$ cat src/rtl/pl_perf_counter_unit.sv
// pl_perf_counter_unit
//   Run-statistics counters for the pipelined CPU: cycles, stalls, resolved
//   branch predictions and mispredictions. On hlt the unit keeps counting
//   events for DRAIN_CYCLES edges so in-flight branches still resolve, then
//   freezes until clr_i. A req/ack debug port reads one counter at a time.
//   Optional build macro: PERF_SATURATE_EN (counters stick at all-ones
//   instead of wrapping).
module pl_perf_counter_unit #(
   parameter int WIDTH        = 32,
   parameter int DRAIN_CYCLES = 4
) (
   input  logic             input_clk,
   input  logic             rst,
   input  logic             hlt_i,
   input  logic             stall_i,
   input  logic             branch_valid_i,
   input  logic             branch_miss_i,
   input  logic             clr_i,
   input  logic             rd_req_i,
   input  logic [1:0]       rd_addr_i,
   output logic             rd_ack_o,
   output logic [WIDTH-1:0] rd_data_o,
   output logic [WIDTH-1:0] cycles_consumed,
   output logic [WIDTH-1:0] StallCount,
   output logic [WIDTH-1:0] BranchPredictionCount,
   output logic [WIDTH-1:0] BranchPredictionMissCount,
   output logic             halted_o
);

   localparam int DW = (DRAIN_CYCLES > 1) ? $clog2(DRAIN_CYCLES) : 1;
   localparam logic [DW-1:0] DRAIN_INIT = (DRAIN_CYCLES > 0) ? DW'(DRAIN_CYCLES - 1) : '0;

   typedef enum logic [1:0] {
      ST_RUN    = 2'd0,
      ST_DRAIN  = 2'd1,
      ST_FROZEN = 2'd2
   } state_t;

   state_t          state_q, state_d;
   logic [DW-1:0]   drain_q, drain_d;
   logic            halted_q, halted_d;
   logic            rd_ack_q, rd_ack_d;
   logic [WIDTH-1:0] rd_data_q, rd_data_d;

   // Counter slots: 0 cycles, 1 stalls, 2 branches, 3 misses (same as rd_addr_i).
   logic [WIDTH-1:0] cnt_q [4];
   logic [WIDTH-1:0] cnt_d [4];
   logic [3:0]       inc;

   // One-step counter advance; overflow policy chosen at build time.
   function automatic logic [WIDTH-1:0] bump(input logic [WIDTH-1:0] v, input logic en);
`ifdef PERF_SATURATE_EN
      if (en && (v != '1)) return v + WIDTH'(1);
      else                 return v;
`else
      if (en) return v + WIDTH'(1);
      else    return v;
`endif
   endfunction

   // Next-state logic: RUN -> DRAIN -> FROZEN, clr_i forces RUN from anywhere.
   always_comb begin
      state_d = state_q;
      drain_d = drain_q;
      if (clr_i) begin
         state_d = ST_RUN;
         drain_d = '0;
      end else begin
         case (state_q)
            ST_RUN: begin
               if (hlt_i) begin
                  if (DRAIN_CYCLES == 0) begin
                     state_d = ST_FROZEN;
                  end else begin
                     state_d = ST_DRAIN;
                     drain_d = DRAIN_INIT;
                  end
               end
            end
            ST_DRAIN: begin
               if (drain_q == '0) state_d = ST_FROZEN;
               else               drain_d = drain_q - DW'(1);
            end
            ST_FROZEN: begin
               state_d = ST_FROZEN;
            end
            default: begin
               state_d = ST_RUN;
               drain_d = '0;
            end
         endcase
      end
      halted_d = (state_d == ST_FROZEN);
   end

   // State, drain countdown and halted flag registers.
   always_ff @(posedge input_clk) begin
      if (!rst) begin
         state_q  <= ST_RUN;
         drain_q  <= '0;
         halted_q <= 1'b0;
      end else begin
         state_q  <= state_d;
         drain_q  <= drain_d;
         halted_q <= halted_d;
      end
   end

   // Per-counter increment enables; the hlt cycle itself is not a counted cycle,
   // and DRAIN keeps event counters live while the cycle count is frozen.
   always_comb begin
      inc = 4'b0000;
      case (state_q)
         ST_RUN:   inc = {branch_valid_i & branch_miss_i, branch_valid_i, stall_i, ~hlt_i};
         ST_DRAIN: inc = {branch_valid_i & branch_miss_i, branch_valid_i, stall_i, 1'b0};
         default:  inc = 4'b0000;
      endcase
   end

   generate
      for (genvar gi = 0; gi < 4; gi++) begin : g_cnt
         // Clear wins over any event seen in the same cycle.
         always_comb begin
            cnt_d[gi] = clr_i ? '0 : bump(cnt_q[gi], inc[gi]);
         end

         // Counter register.
         always_ff @(posedge input_clk) begin
            if (!rst) cnt_q[gi] <= '0;
            else      cnt_q[gi] <= cnt_d[gi];
         end
      end
   endgenerate

   // Debug read: capture the pre-update counter value, ack for one cycle; a held
   // request therefore acks every other cycle. Unaffected by clr_i.
   always_comb begin
      rd_ack_d  = 1'b0;
      rd_data_d = rd_data_q;
      if (rd_req_i && !rd_ack_q) begin
         rd_ack_d  = 1'b1;
         rd_data_d = cnt_q[rd_addr_i];
      end
   end

   // Read port registers.
   always_ff @(posedge input_clk) begin
      if (!rst) begin
         rd_ack_q  <= 1'b0;
         rd_data_q <= '0;
      end else begin
         rd_ack_q  <= rd_ack_d;
         rd_data_q <= rd_data_d;
      end
   end

   assign rd_ack_o                  = rd_ack_q;
   assign rd_data_o                 = rd_data_q;
   assign halted_o                  = halted_q;
   assign cycles_consumed           = cnt_q[0];
   assign StallCount                = cnt_q[1];
   assign BranchPredictionCount     = cnt_q[2];
   assign BranchPredictionMissCount = cnt_q[3];

endmodule
$ cat config.mk
export PLATFORM = sky130hd
export DESIGN_NAME = pl_perf_counter_unit
export DESIGN_NICKNAME = d
export VERILOG_FILES = /design/src/rtl/pl_perf_counter_unit.sv
export SDC_FILE = /design/constraint.sdc
export NUM_CORES = 1
export LEC_CHECK = 0
export CORE_ASPECT_RATIO = 1.1
export CORE_MARGIN = 2
export CORE_UTILIZATION = 35
export CTS_CLUSTER_SIZE = 12
export DETAILED_ROUTE_END_ITERATION = 10
export MAX_ROUTING_LAYER = met4
export PLACE_DENSITY = 0.65
export SLEW_MARGIN = 15
export SYNTH_ARGS = -nofsm -noshare
export SYNTH_HDL_FRONTEND = slang
export SYNTH_SLANG_ARGS = --single-unit
$ cat constraint.sdc
create_clock -name input_clk -period 2.3 [get_ports input_clk]
set_clock_uncertainty 0.2 [all_clocks]
set_input_delay 0.46 -clock input_clk [delete_from_list [all_inputs] [get_ports input_clk]]
set_output_delay 0.46 -clock input_clk [all_outputs]
set_load 0.005 [all_outputs]
### Word level (Yosys, flattened, before mapping)

Memories as Yosys holds them, arrays and structs flattened. A register that Yosys moved wholly into a read port is not among the register bits.
Cells that the tools add are included.

* $add $sub $neg: 5
* equal/unequal tests: 5
* mux-type cells: 23
* bitwise operators: 8
* reductions and logical operators: 7

Operators with widths (number)
* 2-to-1 mux 32 bit: 12
* adder 32 x 1 -> 32 bit (second input constant): 4
* one-hot mux 2 bit (3 select lines): 2
* 2-to-1 mux 2 bit: 5
* one-hot mux 4 bit (2 select lines): 1
* equality test 2 bit (second input constant): 2
* zero test 2 bit: 2
* != test 2 bit (second input constant): 2
* bitwise OR 1 bit: 4
* 2-to-1 mux 1 bit: 3
* NOT 1 bit: 3
* AND reduction 3 bit: 1
* equality test 2 x 1 -> 1 bit (second input constant): 1
* zero test 1 bit: 2
* OR reduction 2 bit: 1
* subtractor 2 x 1 -> 2 bit (second input constant): 1
* bitwise AND 1 bit: 1
* logical AND 1 bit: 1

* register bits after elaboration: 6
* bits in writable memories: 128
* input bits: 10
* output and inout port bits: 162
* memories kept: 1

Memory list
* cnt_q: depth 4, width 32, read ports 5, clocked after memory_dff 1, write ports 4, RTL line 46 `logic [WIDTH-1:0] cnt_q [4];`

### Logic depth before layout (Yosys ltp)

* word-level depth: 5
* depth in mapped cells: 7
* depth with buffers taken out: 6

### Worst setup path after synthesis

OpenSTA, ideal clock, no wires.

* path kind: in2reg
* from: mem cnt_q[0][0]
* to: mem cnt_q[0][28]
* setup time: 0.072 ns
* arrival time: 2.016 ns
* path slack: 0.013 ns
* stages: 8
* buffers on the path: 2
* cells stage by stage: dfxtp_1 > ha_1 > or4b_4 > or2_0 > buf_2 > buf_6 > nor4_1 > mux2i_1

RTL lines (RTL line)
* start: declaration: 46

==> impl_metrics.json <==
{
  "status": "completed",
  "ys_seq_area_share_pct": 40.3,
  "clk_path_buf_depth": 2,
  "fmax_ghz": 0.440,
  "numPlacedInstances": 1454,
  "post-route-util_pct": 50.9,
  "synth.top_cell.area_share_pct": 40.3,
  "worst_slew_pin_slew_ns": 0.476,
  "nFillCells": 2117,
  "dieWidth_um": 150,
  "drc": 0,
  "min_from": "rd_data_o[2]$_SDFFE_PN0P_",
  "maxSlewViolCount": 0,
  "yosysWarnings": 0,
  "netlist_top_cells_count": "dfxtp_1 (166), nand2_1 (122), a21oi_1 (79)",
  "ys_async_sr_fraction_pct": 0,
  "critPathKind": "primary input to flop",
  "layout_min_cycle_time_ns": 2.27,
  "critPathMaxFanout": 8,
  "cts_buffers": 17,
  "cts_tree": "yes",
  "grt_setup_unrepaired": "yes",
  "fin_nets": 1191,
  "min_path_type": "flop to flop",
  "syn_area_um2": 8240,
  "drt_first_iter_violations": 771,
  "p_leak_nw": 3.76,
  "start_kind": "primary input",
  "clock_sinks": 166,
  "syn_nets": 939,
  "synth_cell_type_count": 44,
  "grt_overflow": 0,
  "fin_crit_sh_pct": 98.7,
  "path_clk_slew_ns": 0.07,
  "drive_gt1_share_pct": 18.2,
  "hold_ws_ns": 0.261,
  "yosys.area.top_type": "dfxtp_1",
  "peakVddDrop_uv": 391,
  "wl_um": 27200,
  "finalSetupTns_ns": 0,
  "routed-via-count": 8259,
  "max-cap-violations": 0,
  "setup_viol": 0,
  "grt_first_pass_wirelength_um": 41600,
  "ant_nets": 0,
  "multi_input_area_um2": 4640,
  "io_buffer_count": 171,
  "gp_congestion": 0.906,
  "postSynthCellCount": 924,
  "viasPerCell": 5.55,
  "row_count": 58,
  "ys_ff_latch": 166,
  "insertion_delay_ns": 0.43,
  "area_growth_pct": 42.0,
  "avgSynthCellArea_um2": 8.92,
  "io_pins": 172,
  "crit_path_start": "hlt_i",
  "grt_start_max_net_pins": 37,
  "worst_setup_path_end_kind": "flop",
  "first_pass_iters": 5,
  "seqCellArea_um2": 3330,
  "core_area_um2": 23000,
  "cts_root_buf": "clkbuf_16",
  "htree_levels": 4,
  "synth_edf_count": 0,
  "diodes": 0,
  "max_slew_margin_pct": 68.0,
  "antenna_found_initial": 0,
  "wl_per_cell_um": 18.3,
  "fp.dieArea_um2": 24800,
  "die_h_um": 165,
  "worstPathRequired_ns": 2.46,
  "worst_ep_arrival_time_ns": 2.43,
  "yosysMostFrequentCell": "dfxtp_1",
  "finalNonFillerCells": 1489,
  "grtUsageTotal_pct": 22.3,
  "r2r_start": "cnt_q[0][0]$_SDFFE_PP0P_",
  "place_hpwl_um": 20300,
  "start_util_pct": 35.8,
  "yosys_most_used_dff": "dfxtp_1",
  "finalHoldViolations": 0,
  "synth_area_leaders": "dfxtp_1 (40%), mux4_2 (8.7%), nand2_1 (5.6%), a21oi_1 (4.8%), or4_1 (4.6%)",
  "p_per_area_nw_per_um2": 497,
  "grt_pass1_vias": 7480
}
[state kept, by name, indices dropped and copies added, names as in the netlist]
signal,cells
halted_o,1
rd_data_o,32
state_q,2
drain_q,2
cnt_q,128
rd_ack_o,1
[per-stage QoR]
step                worst slack [ns]  area (µm²)  total power [mW]
finish                        0.0290       11700              5.81
global route                -0.00708       11700              6.01
CTS                          0.00420       11600              5.86
detailed placement            -0.478       11100              3.23
global placement              -0.491       11100              3.23
floorplan                     0.0126        8240              3.11
[cells in the final DEF, fill, tap and decap left out, types with 13 or more instances in the layout]
cell	n
a21boi_0	32
a21oi_1	75
and4_1	17
buf_4	115
clkbuf_16	17
clkdlybuf4s50_1	169
dfxtp_1	161
inv_1	18
mux2i_1	15
mux4_2	32
nand2_1	122
nand2b_1	15
nand3_1	41
nand4_1	30
nor2_1	45
nor4_1	13
o21ai_0	28
o31ai_1	44
or3_1	26
or4_1	46
xnor2_1	13
xor2_1	26
[critical path: stages]
cell and delay [ns]:
clkdlybuf4s50_1 0.42, or4b_4 0.49, or2_4 0.28, buf_6 0.15
or4_4 0.51, a21oi_2 0.12
[worst paths after layout]
| check | depth (start not counted) | slack [ns] | end |
|---|---|---|---|
| max | 6 | 0.03 | cnt_q[0][20]$_SDFFE_PP0P_ |
| min | 2 | 0.26 | rd_data_o[2]$_SDFFE_PN0P_ |
| max reg2reg | 6 | 0.05 | cnt_q[0][20]$_SDFFE_PP0P_ |
| min reg2reg | 2 | 0.26 | rd_data_o[2]$_SDFFE_PN0P_ |
[repair_timing]
item,in CTS,in global routing
setup buffers,0,2
endpoints found under the setup margin,13,26
gates cloned,0,1
hold buffers,0,0
resized for setup,2,23
pin swaps,0,9
[routing by layer]
| metal | routed length (µm) | global-route usage (%) | up-vias |
|---|---|---|---|
| met1 | 12600 | 30.6 | 3999 |
| met5 | 0 | - | - |
| met4 | 559 | 6.99 | 0 |
| li1 | - | - | 3934 |
| met2 | 12500 | 33.3 | 291 |
| met3 | 1590 | 3.98 | 35 |
[report_power, final]
part	total, mW	switching [mW]	internal (mW)
logic	0.272	0.152	0.120
clock network	2.65	1.23	1.41
registers	2.89	0.00796	2.88
total	5.81	1.39	4.42
[cells by family after synthesis]
family	synth area share, %
multiplexers	10.6
AND/OR/NAND/NOR	26.4
AO/OA/AOI/OAI	13.7
buffers and inverters	4.10
adder cells (fa/ha/maj)	0.759
XOR/XNOR	4.15
flip-flops	40.3
[cell type report]
class	instances	share of cell area, %
clock buffers	18	3.75
clock inverters	14	0.898
inverters	18	0.577
multi-input cells	676	39.7
flip-flops and latches	166	28.5
well taps	300	3.21
repair buffers	297	23.4
No activity file was read; power rests on OpenSTA's default activity.
